==> src/rtl/line_xfer_seq_pkg.sv <==
// Shared encodings and geometry for the cache line-transfer sequencer.
package line_xfer_seq_pkg;

  localparam logic [3:0] ST_IDLE       = 4'h0;
  localparam logic [3:0] ST_EVICT      = 4'h1;
  localparam logic [3:0] ST_FILL_ISSUE = 4'h2;
  localparam logic [3:0] ST_FILL_DRAIN = 4'h3;
  localparam logic [3:0] ST_DONE       = 4'h4;

  localparam int unsigned WORDS_PER_LINE = 4;
  localparam int unsigned TAG_W          = 5;
  localparam int unsigned IDX_W          = 8;
  localparam int unsigned OFF_W          = 3;
  localparam int unsigned WORD_W         = $clog2(WORDS_PER_LINE);

  typedef struct packed {
    logic              valid;
    logic [WORD_W-1:0] word;
  } ret_entry_t;

  // Byte offset of a 16-bit word within the line.
  function automatic logic [OFF_W-1:0] word_off(input logic [WORD_W-1:0] w);
    return {w, 1'b0};
  endfunction

endpackage

==> src/rtl/line_xfer_seq_ret_pipe.sv <==
// Memory read-return tracker: MEM_LAT-deep shift register of {valid,word}.
module line_ret_pipe
  import line_xfer_seq_pkg::*;
#(
  parameter int unsigned MEM_LAT = 2
) (
  input  logic              clk_i,
  input  logic              clear_i,
  input  logic              push_i,
  input  logic [WORD_W-1:0] push_word_i,
  output logic              out_valid_o,
  output logic [WORD_W-1:0] out_word_o,
  output logic              empty_o
);

  localparam int unsigned EW = $bits(ret_entry_t);
  localparam int unsigned PW = EW * MEM_LAT;

  logic [PW-1:0] pipe_q;
  logic [PW-1:0] pipe_d;
  ret_entry_t    in_ent;
  ret_entry_t    head;

  always_comb begin
    in_ent.valid = push_i;
    in_ent.word  = push_word_i;
    // New entry enters at the bottom; the oldest falls off the top after presenting.
    pipe_d = PW'({pipe_q, in_ent});
    head   = ret_entry_t'(pipe_q[PW-1 -: EW]);
    // empty_o: nothing left behind the head, so the pipe is drained once it retires.
    empty_o = 1'b1;
    for (int unsigned i = 0; i + 1 < MEM_LAT; i++) begin
      if (pipe_q[EW*i + EW - 1]) empty_o = 1'b0;
    end
  end

  assign out_valid_o = head.valid;
  assign out_word_o  = head.word;

  always_ff @(posedge clk_i) begin
    if (clear_i) pipe_q <= '0;
    else         pipe_q <= pipe_d;
  end

endmodule

==> src/rtl/line_xfer_seq.sv <==
// Line-transfer sequencer: moves a 4-word line cache<->memory for evict and fill.
// Build option CRITICAL_WORD_FIRST_EN: fills start at crit_off and wrap modulo 4.
module line_xfer_seq
  import line_xfer_seq_pkg::*;
#(
  parameter int unsigned MEM_LAT = 2,
  parameter int unsigned WORDS   = WORDS_PER_LINE
) (
  input  logic                   clk,
  input  logic                   rst,
  input  logic                   req_fill,
  input  logic                   req_evict,
  input  logic [TAG_W+IDX_W-1:0] line_addr,
  input  logic [TAG_W-1:0]       victim_tag,
  input  logic [1:0]             crit_off,
  input  logic [15:0]            cache_data_in,
  input  logic [15:0]            mem_data_in,
  input  logic                   mem_stall,
  output logic                   xfer_busy,
  output logic                   done,
  output logic [OFF_W-1:0]       cache_offset,
  output logic                   cache_wr,
  output logic [15:0]            cache_data_out,
  output logic [15:0]            mem_addr,
  output logic [15:0]            mem_data_out,
  output logic                   mem_rd,
  output logic                   mem_wr
);

  localparam int unsigned WW = $clog2(WORDS);

  logic [3:0]             state_q, state_d;
  logic [WW-1:0]          w_q, w_d;
  logic [WW-1:0]          start_q, start_d;
  logic [TAG_W+IDX_W-1:0] line_q, line_d;
  logic [TAG_W-1:0]       vtag_q, vtag_d;
  logic                   pend_q, pend_d;
  logic                   last_w;
  logic                   push;
  logic                   ret_valid;
  logic [WW-1:0]          ret_word;
  logic                   pipe_empty;
  logic [WW-1:0]          fill_start_now;
  logic [WW-1:0]          fill_start_lat;

`ifdef CRITICAL_WORD_FIRST_EN
  logic [WW-1:0] crit_q;
  always_ff @(posedge clk) begin
    if (rst)                    crit_q <= '0;
    else if (state_q == ST_IDLE) crit_q <= crit_off;
  end
  assign fill_start_now = crit_off;
  assign fill_start_lat = crit_q;
`else
  logic unused_crit;
  assign unused_crit    = ^crit_off;
  assign fill_start_now = '0;
  assign fill_start_lat = '0;
`endif

  line_ret_pipe #(.MEM_LAT(MEM_LAT)) u_ret_pipe (
    .clk_i       (clk),
    .clear_i     (rst),
    .push_i      (push),
    .push_word_i (w_q),
    .out_valid_o (ret_valid),
    .out_word_o  (ret_word),
    .empty_o     (pipe_empty)
  );

  always_comb begin
    state_d      = state_q;
    w_d          = w_q;
    start_d      = start_q;
    line_d       = line_q;
    vtag_d       = vtag_q;
    pend_d       = pend_q;
    push         = 1'b0;
    done         = 1'b0;
    mem_rd       = 1'b0;
    mem_wr       = 1'b0;
    mem_addr     = '0;
    mem_data_out = '0;
    xfer_busy    = (state_q != ST_IDLE);
    // A burst ends on the word just before its start word, which covers wrapped fills.
    last_w       = ((w_q + WW'(1)) == start_q);

    case (state_q)
      ST_IDLE: begin
        if (req_evict || req_fill) begin
          line_d = line_addr;
          vtag_d = victim_tag;
          pend_d = req_evict & req_fill;
          if (req_evict) begin
            state_d = ST_EVICT;
            w_d     = '0;
            start_d = '0;
          end else begin
            state_d = ST_FILL_ISSUE;
            w_d     = fill_start_now;
            start_d = fill_start_now;
          end
        end
      end
      ST_EVICT: begin
        mem_wr       = 1'b1;
        mem_addr     = {vtag_q, line_q[IDX_W-1:0], w_q, 1'b0};
        mem_data_out = cache_data_in;
        if (!mem_stall) begin
          w_d = w_q + WW'(1);
          if (last_w) begin
            if (pend_q) begin
              state_d = ST_FILL_ISSUE;
              w_d     = fill_start_lat;
              start_d = fill_start_lat;
            end else begin
              state_d = ST_DONE;
            end
          end
        end
      end
      ST_FILL_ISSUE: begin
        mem_rd   = 1'b1;
        mem_addr = {line_q, w_q, 1'b0};
        if (!mem_stall) begin
          push = 1'b1;
          w_d  = w_q + WW'(1);
          if (last_w) state_d = ST_FILL_DRAIN;
        end
      end
      ST_FILL_DRAIN: begin
        if (pipe_empty) state_d = ST_DONE;
      end
      ST_DONE: begin
        done    = 1'b1;
        state_d = ST_IDLE;
      end
      default: state_d = ST_IDLE;
    endcase
  end

  always_comb begin
    cache_wr       = ret_valid;
    cache_data_out = ret_valid ? mem_data_in : '0;
    if (ret_valid)               cache_offset = word_off(ret_word);
    else if (state_q == ST_EVICT) cache_offset = word_off(w_q);
    else                          cache_offset = '0;
  end

  always_ff @(posedge clk) begin
    if (rst) begin
      state_q <= ST_IDLE;
      w_q     <= '0;
      start_q <= '0;
      line_q  <= '0;
      vtag_q  <= '0;
      pend_q  <= 1'b0;
    end else begin
      state_q <= state_d;
      w_q     <= w_d;
      start_q <= start_d;
      line_q  <= line_d;
      vtag_q  <= vtag_d;
      pend_q  <= pend_d;
    end
  end

endmodule

==> config.mk <==
export PLATFORM = sky130hd
export DESIGN_NAME = line_xfer_seq
export DESIGN_NICKNAME = d
export VERILOG_FILES = /design/src/rtl/line_xfer_seq_pkg.sv /design/src/rtl/line_xfer_seq_ret_pipe.sv /design/src/rtl/line_xfer_seq.sv
export SDC_FILE = /design/constraint.sdc
export NUM_CORES = 1
export LEC_CHECK = 0
export ABC_AREA = 1
export BUFFER_PORTS_ARGS = -buffer_cell sky130_fd_sc_hd__buf_4
export CAP_MARGIN = 40
export CORE_MARGIN = 1
export CORE_UTILIZATION = 40
export CTS_CLUSTER_DIAMETER = 40
export DETAILED_ROUTE_END_ITERATION = 7
export PLACE_DENSITY = 0.77
export SYNTH_ARGS = -nofsm -noshare
export SYNTH_HDL_FRONTEND = slang
export SYNTH_HIERARCHICAL = 1
export SYNTH_SLANG_ARGS = --single-unit
export TNS_END_PERCENT = 50
==> constraint.sdc <==
create_clock -name clk -period 2.7 [get_ports clk]
set_input_delay 0.54 -clock clk [delete_from_list [all_inputs] [get_ports clk]]
set_output_delay 0.54 -clock clk [all_outputs]
set_load 0.05 [all_outputs]
; ---- After elaboration in Yosys (flattened, before gate mapping)
; Index checks and enable logic that the tools add are counted.
[word_totals]
ff_bits = 33
wordCells = 61
[op_classes]
add_sub_neg = 1
eq_ne = 12
n_mux = 28
n_bitwise = 2
reduce_logical = 10
[ops]
columns = cell, count
row1 = 16-bit 2-to-1 mux, 2
row2 = 16-bit one-hot mux with 2 select lines, 1
row3 = 4-bit 2-to-1 mux, 6
row4 = 2-bit 2-to-1 mux, 9
row5 = 4-bit one-hot mux with 4 select lines, 1
row6 = "2-bit inequality test, second input constant", 7
row7 = 3-bit 2-to-1 mux, 3
row8 = "4-bit by 2-bit equality test with 1-bit output, second input constant", 2
row9 = 2-bit one-hot mux with 3 select lines, 1
row10 = 6-bit AND reduction, 1
row11 = 5-bit AND reduction, 1
row12 = "4-bit by 1-bit equality test with 1-bit output, second input constant", 1
row13 = "4-bit by 3-bit equality test with 1-bit output, second input constant", 1
row14 = 4-bit zero test, 1
row15 = 1-bit 2-to-1 mux, 4
row16 = 2-bit one-hot mux with 2 select lines, 1
row17 = 4-bit AND reduction, 1
row18 = 4-bit nonzero test, 1
row19 = 3-bit nonzero test, 1
row20 = "2-bit by 1-bit adder with 2-bit output, second input constant", 1
row21 = 2-bit equality test, 1
row22 = 2-bit AND reduction, 1
row23 = 2-bit nonzero test, 1
row24 = 2-bit OR reduction, 1
row25 = other kinds (3), 3

; ---- Logic depth before layout (Yosys ltp)
[logic_depth]
depth_word = 5
ltp_mapped = 9
ltp_nobuf = 8

; ---- Cells and area by module
; The synthesis kept the hierarchy.
[by_module_without_submodules]
columns = mod, n_inst, cells_each, area_per_inst_um2
row1 = line_xfer_seq, 1, 243, 1517.7
row2 = line_ret_pipe, 1, 20, 180.2

; ---- Worst setup path before layout
; No wires, ideal clock.
[synth_path]
path_type = reg2out
startpoint = register u_ret_pipe.pipe_q[5]
endpoint = output port cache_offset[1]
arrival_time_ns = 1.960
t_required_ns = 2.160
path_slack_ns = 0.200
stages_incl_launch_ff = 3
cell_sequence = dfxtp_1 > clkbuf_1 > o31ai_1
[synth_between]
elab_chain_cells = 1
[synth_lines]
columns = element, line_no
row1 = "start, declared", line_xfer_seq_ret_pipe.sv:19  ; logic [PW-1:0] pipe_q;
row2 = "start signal, assigned", line_xfer_seq_ret_pipe.sv:42  ; else pipe_q <= pipe_d;
row3 = 3-bit 2-to-1 mux, line_xfer_seq.sv:145  ; if (ret_valid) cache_offset = word_off(ret_word);
row4 = "end, declared", line_xfer_seq.sv:21  ; output logic [OFF_W-1:0] cache_offset,
; Every way passes these cells.

; ---- Worst setup path in the final report
[layout_path]
startpoint = register state_q[1]
endpoint = output port mem_addr[8]
[layout_between]
elab_chain_cells = 2
word_cells_on_any_way = 3
[layout_lines]
columns = element, line_no
row1 = "start, declared", line_xfer_seq.sv:32  ; logic [3:0] state_q, state_d;
row2 = "start signal, assigned", line_xfer_seq.sv:159  ; state_q <= state_d;
row3 = 4-bit by 2-bit equality test with 1-bit output or 4-bit by 1-bit equality test with 1-bit output (tied branches), line_xfer_seq.sv:88  ; case (state_q)
row4 = 16-bit one-hot mux with 2 select lines (*), line_xfer_seq.sv:88
row5 = "end, declared", line_xfer_seq.sv:24  ; output logic [15:0] mem_addr,
; Every way passes the cells marked *; elsewhere a longest branch is shown, timed or not.

==> qor.txt <==
Post-synth top area cell: dfxtp_1
Vias: 1875
Leak: 1.46 nW
Synth top area cells: dfxtp_1 35%, inv_1 15%, nor2_1 9.7%, nand2_1 7.3%, a21oi_1 6.8%
Initial antenna violation count: 0
Overall routed net length: 3.91 mm
CTS max path bufs: 2
Ant. Diodes: 0
Hold Crit Class: reg2reg
Rows: 23
Power share of the combinational group: 0.601
Pin count of the biggest net entering global routing: 37
DRC errors left: 0
Number of synthesized flops with an enable pin: 0
Mapped Cells: 263
Iter 0 DRT Violations: 32
Avg Cell Area, Syn: 6.46 um^2
CTS H-Tree Depth: 2
Ys async rst share: 0
GRT Resource Usage Total: 0.170
Gr busiest metal: met2
Arr. time, crit path: 1.92 ns
Wirelength per Cell: 9.44 um
Hold path depth: 2
Crit path kind: reg2out
Nets@finish: 422
CP endpoint kind: primary output
Final HPWL DP: 2.99 mm
Worst-path clk slew: 0.06 ns
Cts hold-fix bufs: 0
# setup viols final: 0
Outcome: finished, final reports clean
Max cap viols: 0
Setup bufs post-CTS: 0
Slew at the pin with the worst max-slew slack: 0.603 ns
Reg-to-reg endpoint: line_q[5]
Register-to-register setup slack: 1.00 ns
Max IR drop VDD: 0.704 mV
Die area: 4510 um^2
Setup crit end: mem_addr[8]
Skew final: 0.00266 ns
Share of the synthesized area in the top cell type: 0.354
Final Non-Filler Cells: 414
Synth Warn #: 6
PD cells: 993 nW/um^2
#FFs+latches synth: 30
WHS: 0.409 ns
Clk sinks: 30
GRT met3 Usage: 0.0557
Clock network fraction of total power: 0.131
CTS tree: done
DRT Pass-1 Iters: 4
Sw frac: 0.516
P_sw: 1.31 mW
Fin crit share: 0.912
Max Slew Vio Count: 0
Final min period: 2.46 ns
RSZ-0062 raised after global routing: false
Initial core utilization: 0.421
Flop pwr share: 0.268
FF/Latch Area: 601 um^2
Clk_lat worst skew: 0.28 ns
Placed insts: 407
Worst min-delay path startpoint: u_ret_pipe/pipe_q[1]
GR Util met2: 0.309
Number of port buffers: 108
Total core area: 4030 um^2
Internal power: 1.23 mW
Reg2Reg Depth: 4
M1 GR Usage: 0.181
First-pass GRT wire length: 5.90 mm
Post-cts repair resize count: 0
Share of cells above drive strength 1: 0.349
Layout fillers: 379
Final antenna-violating net count: 0
Synth Cell Area: 1700 um^2
Die width: 67.2 um
GP Congestion: 0.853
TritonCTS Buffers: 5
Vias per cell: 4.53
Top FF cell, synth: dfxtp_1
Fmax: 406 MHz
Worst setup path start: state_q[1]
Area grow syn2layout: 50.3%
Multi-input gate area in the final layout: 732 um^2
I/O pin cnt: 113
Vias in the first global route: 1461
Die H: 67.2 um
Aggregate global routing overflow: 0
Power Total: 2.53 mW
Crit path max fanout: 25
Sequential area share after synthesis: 0.354
Synth unique cells: 28
Setup TNS: 0 ns
Crit path launch type: flop
Clk root buf: clkbuf_8
Crit path required time: 2.16 ns
Rel. slew slack: 0.597
Reg2reg start: state_q[0]
Final hold violations: 0
-- routing by layer --
metal | wire [um] | part of all wire
met1 | 1530 | 0.39
met2 | 1840 | 0.47
met3 | 503 | 0.13
met4 | 36 | 0.0092
met5 | 0 | 0
-- placed cells by master (no fill, tap or decap) --
master,Yosys,final
nand3b_1,1,1
o21ai_1,2,2
o22ai_1,5,5
clkinv_2,0,2
nand3_1,5,5
conb_1,1,2
nand3_4,2,2
clkbuf_8,0,5
o31ai_1,2,2
a211o_1,1,1
nand2_4,2,2
dfxtp_1,30,30
o21ai_0,17,17
nor2_1,44,44
inv_2,2,2
nand2_2,2,2
inv_1,67,67
nand3_2,1,1
nor3_2,1,1
nor2_4,1,1
nor3_1,2,2
ha_1,1,1
nand2_1,33,33
o211ai_1,1,1
buf_4,6,109
nand4_1,1,1
a21oi_1,23,23
-- flip-flops by register name, indices dropped and copies added, names as in the netlist --
name	flops
w_q	2
state_q	3
pend_q	1
vtag_q	5
line_q	13
u_ret_pipe/pipe_q	6
-- stage by stage --
step	setup slack (ns)	area, um^2	util
global route	0.0970	2550	0.633
detailed placement	0.514	2470	0.614
global placement	0.555	2470	0.614
floorplan	0.200	1700	-
finish	0.237	2550	0.633
CTS	0.217	2550	0.633
-- worst min path at each step --
stage,to,slack (ns)
5_1_grt,u_ret_pipe/pipe_q[3],0.42
3_5_place_dp,u_ret_pipe/pipe_q[4],0.39
2_1_floorplan,u_ret_pipe/pipe_q[3],0.39
6_report,u_ret_pipe/pipe_q[4],0.41
4_1_cts,u_ret_pipe/pipe_q[4],0.40
3_3_place_gp,u_ret_pipe/pipe_q[3],0.39
-- layout make-up --
type / count / area share
repair buffers: 109 / 0.321
multi-input cells: 149 / 0.287
flip-flops and latches: 30 / 0.235
inverters: 69 / 0.102
clock buffers: 5 / 0.0270
well taps: 50 / 0.0245
clock inverters: 2 / 0.00392
-- cells in the mapped netlist, drive strengths merged, types with 2 or more instances --
cell and count:
a21oi 23, buf 13, clkbuf 3, dfxtp 30, inv 69, nand2 37
nand3 8, nor2 45, nor3 3, o21ai 19, o22ai 5, o31ai 2
-- kinds of logic (layout without fill, tap and decap cells) --
group                    count (synthesis)  after routing  synth area share
other                                    1              2           0.00221
AND/OR/NAND/NOR                         95             95             0.259
buffers and inverters                   85            185             0.217
AO/OA/AOI/OAI                           51             51             0.161
adder cells (fa/ha/maj)                  1              1           0.00737
flip-flops                              30             30             0.354
-- worst max-delay path, cell delays in order, from the launching register on --
cell     delay (ns)
dfxtp_1        0.52
inv_1          0.16
nand3_4        0.29
nand2_4        0.11
inv_1          0.28
nor2_1         0.08
buf_4          0.20
-- power groups by stage --
stage	Sequential, mW	Clock [mW]	Combinational, mW
after floorplan	0.660	0	1.21
after global placement	0.684	0	1.52
after global routing	0.697	0.352	1.67
after detailed placement	0.689	0	1.53
final	0.679	0.331	1.52
after CTS	0.680	0.334	1.54
Note: power is estimated with default switching activity, not from simulation.
